`src/rtl/cdb_arbiter.sv`:
```
// Common-data-bus arbiter: round-robin grant across functional units into a
// single registered broadcast slot with consumer backpressure and flush.
module cdb_arbiter #(
    parameter int NUM_FU    = 5,
    parameter int DATA_W    = 32,
    parameter int ROB_IDX_W = 3
) (
    input  logic                        clk_in,
    input  logic                        rst_n_in,
    input  logic [NUM_FU-1:0]           fu_valid_in,
    input  logic [NUM_FU*DATA_W-1:0]    fu_data_in,
    input  logic [NUM_FU*ROB_IDX_W-1:0] fu_rob_idx_in,
    output logic [NUM_FU-1:0]           fu_read_out,
    input  logic                        cdb_ready_in,
    input  logic                        flush_in,
    output logic                        cdb_valid_out,
    output logic [DATA_W-1:0]           cdb_data_out,
    output logic [ROB_IDX_W-1:0]        cdb_rob_idx_out,
    output logic [2:0]                  cdb_src_out,
    output logic [15:0]                 grant_count_out
);

    localparam int SEL_W  = 3;
    localparam int CAND_W = SEL_W + 1;
    localparam logic [SEL_W-1:0] LAST_FU = SEL_W'(NUM_FU - 1);

    logic [SEL_W-1:0]     ptr;
    logic [SEL_W-1:0]     grant_idx;
    logic [CAND_W-1:0]    cand;
    logic                 any_hit;
    logic                 slot_free;
    logic                 grant_en;
    logic [7:0]           valid_ext;
    logic [DATA_W-1:0]    data_arr [8];
    logic [ROB_IDX_W-1:0] tag_arr  [8];

    // Unpack into 8-entry arrays so a 3-bit select indexes every FU slot.
    always_comb begin
        for (int unsigned k = 0; k < 8; k++) begin
            data_arr[k] = '0;
            tag_arr[k]  = '0;
        end
        for (int unsigned k = 0; k < NUM_FU; k++) begin
            data_arr[k] = fu_data_in[k*DATA_W +: DATA_W];
            tag_arr[k]  = fu_rob_idx_in[k*ROB_IDX_W +: ROB_IDX_W];
        end
        valid_ext = 8'(fu_valid_in);
    end

    always_comb begin
        any_hit   = 1'b0;
        grant_idx = '0;
        cand      = '0;
        for (int unsigned i = 0; i < NUM_FU; i++) begin
            cand = {1'b0, ptr} + CAND_W'(i);
            if (cand >= CAND_W'(NUM_FU))
                cand = cand - CAND_W'(NUM_FU);
            if (!any_hit && valid_ext[cand[SEL_W-1:0]]) begin
                any_hit   = 1'b1;
                grant_idx = cand[SEL_W-1:0];
            end
        end
    end

    // Reset is folded in so the grant drops asynchronously with rst_n_in.
    always_comb begin
        slot_free   = !cdb_valid_out || cdb_ready_in;
        grant_en    = any_hit && slot_free && !flush_in && rst_n_in;
        fu_read_out = '0;
        for (int unsigned k = 0; k < NUM_FU; k++)
            fu_read_out[k] = grant_en && (grant_idx == SEL_W'(k));
    end

    always_ff @(posedge clk_in or negedge rst_n_in) begin
        if (!rst_n_in) begin
            ptr             <= '0;
            cdb_valid_out   <= 1'b0;
            cdb_data_out    <= '0;
            cdb_rob_idx_out <= '0;
            cdb_src_out     <= '0;
            grant_count_out <= '0;
        end else if (grant_en) begin
            cdb_valid_out   <= 1'b1;
            cdb_data_out    <= data_arr[grant_idx];
            cdb_rob_idx_out <= tag_arr[grant_idx];
            cdb_src_out     <= grant_idx;
            ptr             <= (grant_idx == LAST_FU) ? '0 : grant_idx + 1'b1;
            grant_count_out <= grant_count_out + 16'd1;
        end else if (flush_in || cdb_ready_in) begin
            cdb_valid_out   <= 1'b0;
        end
    end

endmodule
```
`config.mk`:
```
export PLATFORM = sky130hd
export DESIGN_NAME = cdb_arbiter
export DESIGN_NICKNAME = d
export VERILOG_FILES = /design/src/rtl/cdb_arbiter.sv
export SDC_FILE = /design/constraint.sdc
export NUM_CORES = 1
export LEC_CHECK = 0
export BUFFER_PORTS_ARGS = -buffer_cell sky130_fd_sc_hd__buf_2
export CAP_MARGIN = 20
export CORE_MARGIN = 2
export CORE_UTILIZATION = 45
export DETAILED_ROUTE_END_ITERATION = 8
export PLACE_DENSITY = 0.78
export SLEW_MARGIN = 20
export SYNTH_ARGS = -nofsm -noshare
export SYNTH_HDL_FRONTEND = slang
export SYNTH_SLANG_ARGS = --single-unit
```
`constraint.sdc`:
```
create_clock -name clk_in -period 5 [get_ports clk_in]
set_input_delay 0.5 -clock clk_in [delete_from_list [all_inputs] [get_ports clk_in]]
set_output_delay 0.5 -clock clk_in [all_outputs]
set_load 0.1 [all_outputs]
```
After elaboration in Yosys (flattened, before gate mapping)
Index checks and enable logic that the tools add are counted.
{"block": "classes", "addsub": 11, "magnitude_cmp": 11, "eq_ne": 4, "muxes": 34, "bitwise": 1, "reduce_logical": 22}
{"op": "binary-select mux 32 bit (select 3 bit)", "n": 1}
{"op": "two-way mux 32 bit", "n": 2}
{"op": "two-way mux 3 bit", "n": 13}
{"op": "less-than comparator 3 x 4 -> 1 bit, second input constant", "n": 5}
{"op": "adder 16 x 1 -> 16 bit, second input constant", "n": 1}
{"op": "greater-or-equal comparator 4 x 3 -> 1 bit, second input constant", "n": 4}
{"op": "binary-select mux 1 bit (select 3 bit)", "n": 5}
{"op": "subtractor 3 bit, second input constant", "n": 5}
{"op": "logical AND 1 bit", "n": 12}
{"op": "two-way mux 1 bit", "n": 12}
{"op": "binary-select mux 3 bit (select 3 bit)", "n": 1}
{"op": "adder 3 x 2 -> 4 bit, second input constant", "n": 2}
{"op": "equality test 3 x 2 -> 1 bit, second input constant", "n": 2}
{"op": "logical NOT 1 bit", "n": 6}
{"op": "adder 3 x 1 -> 4 bit, second input constant", "n": 1}
{"op": "adder 3 x 3 -> 4 bit, second input constant", "n": 1}
{"op": "greater-or-equal comparator 4 bit, second input constant", "n": 1}
{"op": "NOT 3 -> 4 bit", "n": 1}
{"op": "adder 3 x 1 -> 3 bit, second input constant", "n": 1}
{"op": "equality test 3 x 1 -> 1 bit, second input constant", "n": 1}
{"op": "equality test 3 bit, second input constant", "n": 1}
{"op": "greater-or-equal comparator 3 bit, second input constant", "n": 1}
{"op": "logical NOT 3 bit", "n": 1}
{"op": "logical OR 1 bit", "n": 2}
{"op": "nonzero test 2 bit", "n": 1}
{"block": "word_totals", "reg_bits": 58, "inputBits": 184, "output_inout_bits": 60, "word_cells": 89}

Depth between registers and ports, before layout
Gate-level depths: netlist of run 1.
{"block": "logic_depth", "depth_word": 21, "depth_mapped": 17, "mapped_depth_nobuf": 13}

Worst setup path after synthesis of run 1
Ideal clock, no wire load.
{"block": "synth_timing", "path_type": "reg-to-output", "start": "reg ptr[0]", "end": "out fu_read_out[1]", "t_arrival_ns": 5.284, "required_ns": 4.500, "path_slack_ns": -0.784, "stages_incl_launch_ff": 16, "n_path_buf": 4, "cell_sequence": "dfrtp_1 > buf_6 > inv_1 > ha_1 > inv_1 > fa_1 > o21ba_2 > or3b_2 > nand3_1 > a21o_1 > a32oi_1 > a221o_1 > buf_6 > buf_6 > buf_2 > nor3_1"}
{"block": "synth_via", "elab_chain_cells": 21, "word_cells_on_any_way": 52, "cone_classes": "add/sub: 9; order compare: 5; eq/ne: 1; mux: 25; reduce/logical: 12"}
{"element": "start: declaration", "line": "27", "source": "logic [SEL_W-1:0] ptr;"}
{"element": "start signal: assignment", "line": "87", "source": "ptr <= (grant_idx == LAST_FU) ? '0 : grant_idx + 1'b1;"}
{"element": "branches (longest 20 deep; another with adder 3 x 1 -> 4 bit)"}
{"element": "logical AND 1 bit *", "line": "71", "source": "fu_read_out[k] = grant_en && (grant_idx == SEL_W'(k));"}
{"element": "end: declaration", "line": "13", "source": "output logic [NUM_FU-1:0] fu_read_out,"}
Mark *: on every way between the ends. The select of a mux whose other input is x is not followed.

Final worst setup path of run 1
{"block": "layout_timing", "start": "reg ptr[1]", "end": "out fu_read_out[4]"}
The elaborated chain is that of the path after synthesis.

==> results of run 1 <==
==> cell usage in the layout (no fill, tap or decap), types with 6 or more instances in the layout <==
cell      netlist  final
nand2_1       102    102
o221ai_1        7      7
o221ai_2       14     14
mux2_4         14     14
xnor2_1        17     17
inv_1           9      9
buf_2          17    239
a32oi_1        19     19
buf_4           2     16
o211a_1        18     18
nand3_1        14     14
a31oi_1        19     19
a21boi_0       18     18
o21ai_1         7      7
and3_1         22     22
nor2_1         29     29
nand2b_1        6      6
clkbuf_8        0     11
a21o_1          8      7
dfrtp_1        58     58
ha_1            8      7
mux2i_1         6      6
nand4_1        19     19
o21ai_0        19     19
==> Yosys cell counts, types with 3 or more instances <==
library cell / instances / area [um2]
a21oi_1: 6 / 30.0
a21boi_0: 18 / 135
o221ai_2: 14 / 210
clkbuf_1: 19 / 71.3
o21ai_0: 19 / 95.1
nand2_1: 102 / 383
nand3_1: 14 / 70.1
o21ai_1: 7 / 35.0
nor2b_1: 4 / 25.0
xor2_1: 3 / 26.3
nand2b_1: 6 / 37.5
or2_1: 3 / 18.8
buf_2: 17 / 85.1
nor2_2: 3 / 18.8
mux2_4: 14 / 210
and3_1: 22 / 138
ha_1: 8 / 100
dfrtp_1: 58 / 1450
o221ai_1: 7 / 61.3
xnor2_1: 17 / 149
mux2i_1: 6 / 60.1
a21o_1: 8 / 60.1
nor3_1: 5 / 25.0
o211a_1: 18 / 180
a32oi_1: 19 / 166
a31oi_1: 19 / 119
nor2_1: 29 / 109
a211oi_1: 3 / 22.5
mux2_2: 5 / 56.3
nand3b_1: 3 / 22.5
buf_6: 8 / 90.1
nand4_1: 19 / 119
inv_1: 9 / 33.8
==> path summary, 6_finish.rpt <==
path,endpoint,slack (ps),cells after the start
worst max-delay path,fu_read_out[4],320,13
worst min-delay path,grant_count_out[4]$_DFFE_PN0P_,340,2
worst max register to register,cdb_data_out[4]$_DFFE_PN0P_,720,12
worst min register to register,grant_count_out[15]$_DFFE_PN0P_,470,1
max in group asynchronous,ptr[1]$_DFFE_PN0P_,4160,2
min in group clk_in,cdb_rob_idx_out[0]$_DFFE_PN0P_,400,3
==> metrics by stage <==
step / setup TNS (ps) / hold WS (ps) / worst slack, ps / area (um2) / cells
3_5_place_dp: 0 / 460 / 554 / 6350 / 919
6_report: 0 / 338 / 322 / 6580 / 935
2_1_floorplan: -14.8 / 204 / -14.8 / 5000 / 567
4_1_cts: 0 / 375 / 191 / 6580 / 935
3_3_place_gp: 0 / 459 / 634 / 6350 / 919
5_1_grt: 0 / 401 / 37.4 / 6580 / 935
==> sequential cells by signal, summed over array words and instances, names as in the netlist <==
name and flops:
cdb_src_out 3, cdb_valid_out 1, grant_count_out 16, cdb_rob_idx_out 3
cdb_data_out 32, ptr 3
==> layout make-up <==
cell class | instances | area, um2
multi-input combinational | 452 | 3280
fill | 964 | 4260
inverter | 9 | 33.8
sequential | 58 | 1450
tap | 140 | 175
clock buffer | 12 | 155
timing repair buffer | 260 | 1420
clock inverter | 4 | 73.8
==> worst register-to-register path, delay by kind of cell (launching register included) <==
family          cells  cell delay, ps
simple gates        5            1440
buf+inv             2             460
compound gates      4            1170
fa+ha+maj           1             460
flops               1             600
==> cells by family (layout without fill, tap and decap cells) <==
| kind of cell | after synthesis | after routing | synth area share, % |
|---|---|---|---|
| AND/OR/NAND/NOR | 232 | 232 | 23.7 |
| multiplexers | 26 | 26 | 6.99 |
| flip-flops | 58 | 58 | 29.1 |
| adder cells (fa/ha/maj) | 9 | 9 | 2.41 |
| AO/OA/AOI/OAI | 165 | 165 | 28.3 |
| buffers and inverters | 57 | 285 | 6.07 |
| XOR/XNOR | 20 | 20 | 3.51 |
==> layer usage <==
metal	vias up	global-route usage, %	routed length (um)	part of all wire (%)
li1	2569	-	-	-
met4	0	11.2	431	2.5
met3	37	5.16	1280	7.5
met1	2630	32.6	6760	40
met2	257	49.6	8520	50
met5	-	0	0	0
==> timing repair <==
action / in CTS / in global routing
setup buffers: 0 / 0
resized for setup: 0 / 2
setup endpoints to repair: 0 / 5
==> impl_metrics.py, run 1 <==
metrics = {
    "sta": {
        "fin_skew_ps": 10.7,
        "setup_viol": 0,
        "finalMaxSlewViolations": 0,
        "rsz0062_at_grt": "no",
        "slew_headroom_pct": 46.7,
        "worstMarginPinSlew_ps": 798,
        "period_minus_slack_ps": 4680,
        "clock.fmax_mhz": 214,
        "hold_viol_final": 0,
        "finalCritPeriodShare_pct": 93.6,
    },
    "placed_design": {
        "gp_congestion": 0.902,
        "io_buffers": 243,
        "place_hpwl_um": 12700,
    },
    "global_routing": {
        "grt_pass1_vias": 5266,
        "overflow": 0,
        "antenna_found_initial": 0,
        "grt_start_max_net_pins": 71,
        "grt_pass1_wl_um": 25800,
        "grt.total_usage_pct": 27.7,
    },
    "cts": {
        "htree_levels": 3,
        "insertion_delay_ps": 350,
        "clk_pin_slew_ps": 60,
        "numCtsBuffers": 9,
        "cts_max_path_buffers": 2,
        "cts_tree": "yes",
        "cts_root_buffer": "clkbuf_8",
        "cts.sinks": 58,
        "ctsHoldBuffers": 0,
    },
    "critical_path": {
        "worstSetupStartpoint": "ptr[1]$_DFFE_PN0P_",
        "crit_path_max_incr_delay_ps": 600,
        "critPathKind": "register to output pin",
        "cp-end-kind": "output pin",
        "crit_arrival_ps": 4180,
        "crit_family": "compound AO/OA/AOI/OAI gates",
        "cpMaxStageDelayCell": "dfrtp_1",
        "critPathRequiredTime_ps": 4500,
        "crit_chain": "inv_1 -> ha_2 -> ha_1 -> and2_1 -> a211oi_2 -> o211a_1 -> a221oi_1 -> buf_4 -> a311o_1 -> a32o_2 -> or2_1 -> nor2_2 -> buf_2",
        "r2r-start": "ptr[1]$_DFFE_PN0P_",
        "cp_max_fo": 13,
        "cp-start-kind": "register",
        "critPathBufInv": 3,
    },
    "logic_synthesis": {
        "synth_cells": 567,
        "synth.distinct_cells": 77,
        "avgSynthCellArea_um2": 8.80,
        "ys.flop_type": "dfrtp_1",
        "synth-async-reset-ratio_pct": 100,
        "synthesis.nets": 760,
        "ys_ff_latch": 58,
        "syn_area_mm2": 0.00499,
        "synth_edf_count": 0,
        "seq_area_frac_synth_pct": 29.1,
        "yosys_warnings": 0,
    },
    "hold_path": {
        "holdCritPathClass": "input port to asynchronous set/reset pin",
    },
    "floorplan": {
        "ios": 244,
        "coreArea_mm2": 0.0108,
        "die_h_um": 109,
        "num_rows": 38,
        "start_util_pct": 46.0,
        "floorplan.die_area_mm2": 0.0119,
        "die_w_um": 109,
    },
    "routing": {
        "drc": 0,
        "viasPerCell": 5.87,
        "postRouteAntennaNets": 0,
        "vias": 5493,
        "drt-initial-drc-count": 316,
        "wl_per_cell_um": 18.2,
        "wl_um": 17000,
        "drtPass1Iterations": 6,
    },
    "outcome": {
        "outcome": "completed",
    },
    "finish": {
        "syn_to_final_growth_pct": 31.9,
        "antenna_cells": 0,
        "utilization_pct": 60.7,
        "drive_above_1_share_pct": 42.8,
        "fin_nets": 983,
    },
    "job": {
        "drv_cap": 0,
    },
}
Power of run 1 is left out: the tool's default activity adds up to more than one toggle a clock period on the data nets, which glitch-free logic cannot reach.
==> inputs of run 2 (changes only) <==
- ABC_AREA: default -> 1
- CORE_ASPECT_RATIO: default -> 0.7
- PLACE_DENSITY: 0.78 -> 0.79
==> impl_metrics.py, run 2 <==
metrics = {
    "routing": {
        "drt-initial-drc-count": 384,
        "postRouteAntennaNets": 0,
        "drtPass1Iterations": 5,
        "vias": 5973,
        "drc": 0,
        "viasPerCell": 5.08,
        "wl_per_cell_um": 14.4,
        "wl_um": 16900,
    },
    "cts": {
        "cts_tree": "yes",
        "cts_resized": 0,
        "cts_max_path_buffers": 2,
        "insertion_delay_ps": 340,
        "numCtsBuffers": 9,
        "cts_root_buffer": "clkbuf_16",
        "cts.sinks": 58,
        "htree_levels": 3,
        "clk_pin_slew_ps": 50,
        "cts_setup_buffers": 0,
        "ctsHoldBuffers": 0,
    },
    "floorplan": {
        "die_w_um": 129,
        "coreArea_mm2": 0.0105,
        "floorplan.die_area_mm2": 0.0117,
        "start_util_pct": 46.7,
        "num_rows": 31,
        "die_h_um": 91.3,
        "ios": 244,
    },
    "logic_synthesis": {
        "synth-simple-area-share_pct": 48.1,
        "syn_area_mm2": 0.00489,
        "ys_top_cells_by_area": "nand2_1, dfrtp_1, nand3_1",
        "avgSynthCellArea_um2": 6.01,
        "synthesis.nets": 1007,
        "yosys_warnings": 0,
        "synth_edf_count": 0,
        "ys_ff_latch": 58,
        "ys.flop_type": "dfrtp_1",
        "synth.area.mux_share_pct": 0,
        "synth.cells.most_frequent": "nand2_1, nand3_1, dfrtp_1",
        "synth_most_common_cell": "nand2_1",
        "synth_cells": 814,
        "synth_fa_ha_area_share_pct": 2.45,
        "synth_top_family_by_area": "simple AND/OR/NAND/NOR gates",
        "synth.largest_area_cell": "nand2_1",
        "seq_area_frac_synth_pct": 29.7,
        "synth-xor-area-share_pct": 3.37,
        "synth-async-reset-ratio_pct": 100,
        "synth.distinct_cells": 38,
        "synth_top_area_share_pct": 31.3,
        "synth_compound_area_share_pct": 7.98,
    },
    "finish": {
        "drive_above_1_share_pct": 29.1,
        "largest_register": "cdb_data_out",
        "largest_reg_flops": 32,
        "design_area_mm2": 0.00655,
        "final_common_cell": "nand2_1",
        "fillers": 1003,
        "fin_nets": 1231,
        "final_cell_mix": "nand2_1, buf_2, nand3_1",
        "syn_to_final_growth_pct": 33.8,
        "top_regs": "cdb_data_out: 32 flops, grant_count_out: 16 flops",
        "fin_cells": 1175,
        "antenna_cells": 0,
    },
    "global_routing": {
        "grt.total_usage_pct": 29.0,
        "grt_start_max_net_pins": 59,
        "grt_pass1_wl_um": 26900,
        "grt_use_met2_pct": 47.7,
        "overflow": 0,
        "met3_usage_pct": 6.54,
        "met1_usage_pct": 38.5,
        "top_usage_layer": "met2",
        "antenna_found_initial": 0,
        "grt_pass1_vias": 5467,
    },
    "critical_path": {
        "critPathKind": "register to output pin",
        "worstSetupStartpoint": "ptr[0]$_DFFE_PN0P_",
        "critPathRequiredTime_ps": 4500,
        "crit_family": "buffers and inverters",
        "cp-start-kind": "register",
        "cp_max_fo": 24,
        "path_depth": 22,
        "r2r-end": "cdb_data_out[30]$_DFFE_PN0P_",
        "crit_arrival_ps": 4180,
        "cp_common_cell": "nand2_1",
        "cp-end-kind": "output pin",
        "reg2regPathDepth": 20,
        "crit_path_max_incr_delay_ps": 550,
        "rrSetupSlack_ps": 910,
        "cpMaxStageDelayCell": "dfrtp_1",
        "crit_chain": "inv_4 -> ha_1 -> inv_1 -> fa_1 -> inv_1 -> nand2_2 -> o21ai_0 -> nand3_1 -> nand2_1 -> nand2_1 -> nand2_1 -> nand3_2 -> nor2_4 -> nand2_1 -> nor2_2 -> nor2_4 -> inv_2 -> nand2_1 -> inv_2 -> nand2_1 -> inv_1 -> buf_12",
        "crit_end": "fu_read_out[3]",
        "r2r-start": "ptr[0]$_DFFE_PN0P_",
        "critPathBufInv": 7,
    },
    "sta": {
        "slew_headroom_pct": 42.5,
        "setup_viol": 0,
        "finalCritPeriodShare_pct": 93.6,
        "tns_ps": 0,
        "worstMarginPinSlew_ps": 859,
        "rsz0062_at_grt": "no",
        "period_minus_slack_ps": 4680,
        "fin_skew_ps": 13.5,
        "clock.fmax_mhz": 214,
        "hold_viol_final": 0,
        "finalMaxSlewViolations": 0,
    },
    "placed_design": {
        "place_hpwl_um": 13000,
        "placed_area_mm2": 0.00620,
        "io_buffers": 243,
        "gp_congestion": 1.01,
        "dp_cells": 1159,
    },
    "outcome": {
        "outcome": "completed",
    },
    "job": {
        "drv_cap": 0,
    },
    "hold_path": {
        "holdCritPathClass": "input port to register",
        "hp-start": "cdb_ready_in",
    },
}
-- run 2: cell count changes in the layout (fill, tap and decap cells not counted), moves of 14 or more --
cell	previous run	this run
nand2_1	102	408
nand3_1	14	83
a21oi_1	5	45
inv_1	9	34
and3_1	22	0
a32oi_1	19	0
a21boi_0	18	0
a31oi_1	19	1
o211a_1	18	0
mux2_4	14	0
o221ai_2	14	0
-- run 2: final cells by class --
cell class | instances | area [um2] | share of cell area, %
clock inverters | 7 | 125 | 1.91
flip-flops and latches | 58 | 1450 | 22.2
clock buffers | 9 | 225 | 3.44
multi-input cells | 665 | 3040 | 46.4
well taps | 132 | 165 | 2.52
repair buffers | 252 | 1340 | 20.5
inverters | 52 | 198 | 3.02
-- run 2: routing by layer --
metal,vias to the layer above,wire length (um)
met2,252,7600
met1,2671,7630
met3,26,1350
li1,3024,-
met4,0,334
met5,-,0
-- run 2: how the worst min path moves through the flow --
stage,cells past startpoint,end,slack [ps]
2_1_floorplan,0,cdb_data_out[0]$_DFFE_PN0P_,200
3_3_place_gp,1,grant_count_out[15]$_DFFE_PN0P_,450
3_5_place_dp,1,grant_count_out[15]$_DFFE_PN0P_,460
4_1_cts,2,cdb_valid_out$_DFFE_PN0P_,360
5_1_grt,2,cdb_valid_out$_DFFE_PN0P_,360
6_report,2,cdb_valid_out$_DFFE_PN0P_,360
-- run 2: cell families after synthesis --
logic type      Yosys count
fa+ha+maj                 9
compound gates           72
buf+inv                  91
flops                    58
simple gates            566
xor+xnor                 18
-- run 2: metrics by stage --
stage / worst slack, ps / hold WS [ps] / utilization, %
4_1_cts: 323 / 356 / 62.6
5_1_grt: 14.1 / 361 / 62.6
3_5_place_dp: 704 / 463 / 59.2
2_1_floorplan: 641 / 204 / -
6_report: 320 / 363 / 62.6
3_3_place_gp: 734 / 455 / 59.2
Power of run 2 is left out for the same reason.
